`src/rtl/alu_result_tx.sv`:
```
// Serialises a captured 32-bit ALU result plus flags into a 5-beat
// valid/ready byte stream with stall timeout and a sticky error flag.
//
// Ports:
//   clk, rst_n       clock, async active-low reset
//   ena              global enable; everything holds when low
//   result_in        ALU result captured on start
//   flags_in         ALU flags {N,Z,C,V} captured on start
//   start            one-cycle capture request (ignored while busy)
//   busy             frame in flight
//   uo_out           current beat data (0x00 when idle)
//   uio_in[0]        ready from the receiver
//   uio_out          {0, err, beat[2:0], last, valid, 0}
//   uio_oe           constant 8'b1111_1110
module alu_result_tx #(
  parameter int LSB_FIRST = 1,
  parameter int TIMEOUT   = 255
) (
  input  logic        clk,
  input  logic        rst_n,
  input  logic        ena,
  input  logic [31:0] result_in,
  input  logic [3:0]  flags_in,
  input  logic        start,
  output logic        busy,
  output logic [7:0]  uo_out,
  input  logic [7:0]  uio_in,
  output logic [7:0]  uio_out,
  output logic [7:0]  uio_oe
);

  // Counter never wraps before reaching TIMEOUT; at least 8 bits.
  localparam int CNT_W =
    ($clog2(TIMEOUT + 1) > 8) ? $clog2(TIMEOUT + 1) : 8;

  localparam logic [CNT_W-1:0] TMO = CNT_W'(TIMEOUT);
  localparam logic [CNT_W-1:0] ONE = {{(CNT_W-1){1'b0}}, 1'b1};
  localparam logic [2:0] LAST_BEAT = 3'd4;

  typedef enum logic {
    IDLE = 1'b0,
    SEND = 1'b1
  } state_t;

  state_t           state_q;
  state_t           state_nx;
  logic [31:0]      res_q;
  logic [31:0]      res_nx;
  logic [3:0]       flg_q;
  logic [3:0]       flg_nx;
  logic [2:0]       beat_q;
  logic [2:0]       beat_nx;
  logic [CNT_W-1:0] stall_q;
  logic [CNT_W-1:0] stall_nx;
  logic [CNT_W-1:0] stall_inc;
  logic             err_q;
  logic             err_nx;

  logic       ready;
  logic       valid;
  logic       last;
  logic       tmo_hit;
  logic [1:0] lane;
  logic [7:0] beat_byte;
  logic       unused_uio;

  assign ready      = uio_in[0];
  assign unused_uio = &{1'b0, uio_in[7:1]};

  assign valid     = (state_q == SEND);
  assign last      = valid && (beat_q == LAST_BEAT);
  assign stall_inc = stall_q + ONE;
  assign tmo_hit   = (TIMEOUT != 0) && (stall_inc == TMO);

  always_ff @(posedge clk or negedge rst_n) begin
    if (!rst_n) begin
      state_q <= IDLE;
      res_q   <= '0;
      flg_q   <= '0;
      beat_q  <= '0;
      stall_q <= '0;
      err_q   <= 1'b0;
    end else begin
      state_q <= state_nx;
      res_q   <= res_nx;
      flg_q   <= flg_nx;
      beat_q  <= beat_nx;
      stall_q <= stall_nx;
      err_q   <= err_nx;
    end
  end

  always_comb begin
    state_nx = state_q;
    res_nx   = res_q;
    flg_nx   = flg_q;
    beat_nx  = beat_q;
    stall_nx = stall_q;
    err_nx   = err_q;
    if (ena) begin
      case (state_q)
        IDLE: begin
          beat_nx  = '0;
          stall_nx = '0;
          if (start) begin
            res_nx   = result_in;
            flg_nx   = flags_in;
            err_nx   = 1'b0;
            state_nx = SEND;
          end
        end
        SEND: begin
          if (ready) begin
            stall_nx = '0;
            if (beat_q == LAST_BEAT) begin
              beat_nx  = '0;
              state_nx = IDLE;
            end else begin
              beat_nx = beat_q + 3'd1;
            end
          end else if (tmo_hit) begin
            // Abort: remaining beats are dropped.
            stall_nx = '0;
            beat_nx  = '0;
            err_nx   = 1'b1;
            state_nx = IDLE;
          end else begin
            stall_nx = stall_inc;
          end
        end
        default: begin
          state_nx = IDLE;
        end
      endcase
    end
  end

  // MSB-first walks lanes 3..0, i.e. the bitwise inverse of beat.
  assign lane = (LSB_FIRST != 0) ? beat_q[1:0] : ~beat_q[1:0];

  always_comb begin
    beat_byte = 8'h00;
    if (valid) begin
      if (beat_q[2]) begin
        beat_byte = {4'b0000, flg_q};
      end else begin
        beat_byte = res_q[{lane, 3'b000} +: 8];
      end
    end
  end

  assign busy    = valid;
  assign uo_out  = beat_byte;
  assign uio_out = {1'b0, err_q, beat_q, last, valid, 1'b0};
  assign uio_oe  = 8'b1111_1110;

endmodule

```
`config.mk`:
```
export PLATFORM = sky130hd
export DESIGN_NAME = alu_result_tx
export DESIGN_NICKNAME = d
export VERILOG_FILES = /design/src/rtl/alu_result_tx.sv
export SDC_FILE = /design/constraint.sdc
export NUM_CORES = 1
export LEC_CHECK = 0
export CORE_ASPECT_RATIO = 1.25
export CORE_MARGIN = 2
export CORE_UTILIZATION = 51
export CTS_BUF_LIST = sky130_fd_sc_hd__clkbuf_16
export CTS_CLUSTER_SIZE = 14
export DETAILED_ROUTE_END_ITERATION = 6
export PLACE_DENSITY = 0.85
export RECOVER_POWER = 50
export SLEW_MARGIN = 0
export SYNTH_ARGS = -nofsm -noshare
export SYNTH_HDL_FRONTEND = slang
export SYNTH_SLANG_ARGS = --single-unit
```
`constraint.sdc`:
```
create_clock -name clk -period 2.9 [get_ports clk]
set_input_delay 0.58 -clock clk [delete_from_list [all_inputs] [get_ports clk]]
set_output_delay 0.58 -clock clk [all_outputs]
set_load 0.005 [all_outputs]
```
After elaboration in Yosys (flattened, before gate mapping). Cells that the tools add are included.

$add $sub $neg: 2. Equality and inequality tests: 6. Shift-type cells: 1. Multiplexer cells: 18. Bitwise logic cells: 1. Reduce and logical (&&, ||, !) cells: 4.

Operators by type and width (number): 8-bit 2-to-1 mux (4); 32-bit by 6-bit variable part select with 8-bit output (1); 8-bit one-hot mux with 2 select lines (1); 3-bit 2-to-1 mux (3); 8-bit by 1-bit adder with 8-bit output, second input constant (1); 8-bit equality test, second input constant (1); 1-bit 2-to-1 mux (7); 3-bit one-hot mux with 2 select lines (1); 2-bit != test, second input constant (2); 1-bit one-hot mux with 2 select lines (2); 4-bit AND reduction (1); 3-bit by 1-bit adder with 3-bit output, second input constant (1); 3-bit equality test, second input constant (1); 3-bit by 2-bit != test with 1-bit output, second input constant (1); 3-bit AND reduction (1); 2-bit by 1-bit != test with 1-bit output, second input constant (1); 2-bit AND reduction (1); 1-bit logical AND (1); 1-bit inverter (1).

Register bits after elaboration: 49. Input port bits: 48. Output and inout bits: 25. Word-level logic and storage cells: 38.

Depth between registers and ports, before layout.
Depth in word-level cells: 5. Mapped depth: 7. Depth with buffers taken out: 6.

Worst setup path after synthesis. No wires, ideal clock.

Path type: reg2reg. From: register stall_q[1]. To: register stall_q[3]. Library setup time: 0.140 ns. Arrival time: 1.848 ns. Required time: 2.760 ns. Slack: 0.912 ns. Stages on the path, launching flop included: 7. Path buffers: 0. Period minus slack after synthesis: 1.988 ns. Cell sequence: dfrtp_1 -> ha_1 -> nand3_2 -> or3_1 -> a221o_2 -> o211ai_2 -> o221ai_1.

Word-level cells in the longest chain between the ends: 5.

Ends and longest elaborated chain: start, declared (line 53) `logic [CNT_W-1:0] stall_q;`; start signal, assigned (line 88) `stall_q <= stall_nx;`; 8-bit by 1-bit adder with 8-bit output * (line 72) `assign stall_inc = stall_q + ONE;`; 8-bit equality test (line 73) `assign tmo_hit = (TIMEOUT != 0) && (stall_inc == TMO);`; 8-bit 2-to-1 mux * (line 121) `end else if (tmo_hit) begin`; 8-bit 2-to-1 mux * (line 113) `if (ready) begin`; 8-bit one-hot mux with 2 select lines * (line 101) `case (state_q)`.

Mark *: on every way between the ends. The rest lies on a longest branch, timed or not. A chain may end at the register's enable or synchronous reset.

Final worst setup path.
From: register beat_q[0]. To: output port uo_out[4].

Word-level cells in the longest chain between the ends: 3.

Ends and longest elaborated chain: start, declared (line 51) `logic [2:0] beat_q;`; start signal, assigned (line 87) `beat_q <= beat_nx;`; 32-bit by 6-bit variable part select with 8-bit output (line 147) `beat_byte = res_q[{lane, 3'b000} +: 8];`; 8-bit 2-to-1 mux (line 144) `if (beat_q[2]) begin`; 8-bit 2-to-1 mux (line 143) `if (valid) begin`; end, declared (line 26) `output logic [7:0] uo_out,`.

Every way passes these cells.

==> reports/qor.yml <==
grt_pass1_wl_um: 8638
drtIter0Drc: 61
post-route-period-util: 0.9263
startpoint_type: "register"
grt_use_total: 0.2125
clk_latency_ns: 0.29
drc: 0
layout_common_cells: "clkdlybuf4s50_1, dfrtp_1, mux2_2"
avgSynthCellArea_um2: 12.08
hold_path.class: "reg -> reg"
powerDensity_nw_per_um2: 935.7
htreeDepth: 2
worstPathRequired_ns: 2.32
ios: 73
yosys-top-cells-area: "dfrtp_1, mux2_2, mux4_2"
syn2layout_area_growth_pct: 27.70
critPathSlowestCell: "dfrtp_2"
postSynthCellCount: 209
clkSlewWorstSetupHoldPaths_ns: 0.07
cp_max_fo: 13
vias: 1815
worst_slew_pin_slew_ns: 1.439
yosysTopAreaCellShare: 0.4856
critPathBufInv: 1
max_stage_delay_ns: 0.59
max_freq_mhz: 372.3
totalWireLength_um: 5310
rows: 28
clk_root_buffer_cell: "clkbuf_16"
end_kind: "output pin"
wl_per_cell_um: 16.59
setup_violations: 0
criticalPathCategory: "reg -> out"
fin_skew_ns: 0.004916
hold_ws_ns: 0.4942
dr.pass1.iters: 4
maxSlewHeadroom: 0.04059
antenna_cells: 0
die_w_um: 66.94
synth_top_area_cell: "dfrtp_1"
nets: 311
finalMaxSlewViolations: 0
drv_cap: 0
final_hold_viol_count: 0
status: "finished clean"
place.gp.congestion: 0.8849
final_antenna_net_count: 0
antenna_found_initial: 0
synth_cell_type_count: 46
grt_overflow: 0
p_leak_nw: 1.371
synth_edf_count: 0
fp.dieArea_um2: 5533
io_buffers: 55
clock_path_buffers: 2
final_layout_size_suffix_gt1_frac: 0.2423
path_cells: "mux4_2 -> and3_1 -> clkdlybuf4s50_1"
synthArstFlopShare: 1.000
clock_sinks: 49
arrival_ns: 2.11
grt_pass1_vias: 1868
setup_tns_ns: 0
period_needed_ns: 2.686
synth_seq_cells: 49
start_util: 0.5299
crit_family: "flip-flops"
synthFlopType: "dfrtp_1"
ir_worst_vdd_v: 0.0006593
via_per_inst: 5.672
dp.final_hpwl_um: 3694
fin_total_pwr_mw: 3.017
yosys_warnings: 0
cts_setup_buffers: 0
grt_max_degree: 27
rsz0062_at_grt: "no"
cts_tree: "done"
cts_buffers: 5
core-area_um2: 4765
synth_area_um2: 2525
ys_seq_area_frac: 0.4856
final_common_cell: "clkdlybuf4s50_1"
die_y_um: 82.67
## path summary, 6_finish.rpt
kind | slack, ns | endpoint | depth (start not counted) | startpoint
worst max-delay path | 0.21 | uo_out[4] | 3 | beat_q[0]$_DFFE_PN0P_
worst min register to register | 0.49 | err_q$_DFFE_PN0P_ | 1 | err_q$_DFFE_PN0P_
min in group asynchronous | 0.62 | stall_q[7]$_DFFE_PN0P_ | 2 | rst_n
worst min-delay path | 0.49 | err_q$_DFFE_PN0P_ | 1 | err_q$_DFFE_PN0P_
max in group asynchronous | 1.24 | beat_q[0]$_DFFE_PN0P_ | 2 | rst_n
worst max register to register | 0.59 | stall_q[3]$_DFFE_PN0P_ | 6 | stall_q[1]$_DFFE_PN0P_
## registers in the layout (all words and copies together) (netlist names)
name	cells
flg_q	4
stall_q	8
res_q	32
err_q	1
beat_q	3
busy	1
## timing repair
item / CTS / global route
hold buffers: 0 / 0
setup endpoints to repair: 2 / 0
gates resized for setup: 1 / 0
endpoints found under the hold margin: 0 / 0
## kinds of logic (layout without fill, tap and decap cells)
family	Yosys count	after routing	synth area share
fa+ha+maj	4	4	0.01982
simple gates	47	47	0.09366
flops	49	49	0.4856
buf+inv	31	74	0.06739
mux	45	45	0.2359
compound gates	30	30	0.09118
other cells	2	10	0.002974
xor+xnor	1	1	0.003469
## layout make-up
| cell class | instances | area (um2) |
|---|---|---|
| inverter | 6 | 22.52 |
| timing repair buffer | 60 | 571.8 |
| fill | 366 | 1540 |
| tap | 60 | 75.07 |
| clock inverter | 3 | 43.79 |
| multi-input combinational | 137 | 1159 |
| sequential | 49 | 1227 |
| clock buffer | 5 | 125.1 |
## per-layer routing
layer	GRT usage	vias to the layer above	share of wire
met5	0	-	0
met4	0.07347	0	0.018
met3	0.05827	9	0.064
met2	0.3630	60	0.52
met1	0.2590	920	0.40
li1	-	826	-
## stage by stage
step	std cells	util	area, um2	setup slack, ns
6_report	320	0.6767	3224	0.2137
5_1_grt	320	0.6767	3224	0.1073
4_1_cts	320	0.6791	3236	0.1773
3_5_place_dp	312	0.6434	3065	0.3145
3_3_place_gp	312	0.6434	3065	0.3355
2_1_floorplan	217	-	2555	0.9122
## synth_stat cells, drive strengths merged, types with 2 or more instances
cell type and n:
dfrtp 49, and3 6, clkbuf 9, buf 16, o21a 2, nand2 23
o21ai 6, a21boi 4, conb 2, mux4 8, o31ai 3, mux2 36
o211ai 3, nand4 4, ha 4, a21oi 3, nand3 4, inv 5
nor2 2
## power breakdown
group | switching, mW | total [mW] | internal (mW)
sequential | 0.264 | 1.24 | 0.974
clock | 0.257 | 0.665 | 0.408
combinational | 0.359 | 1.11 | 0.755
total | 0.880 | 3.02 | 2.14
Note: power is estimated with default switching activity, not from simulation.
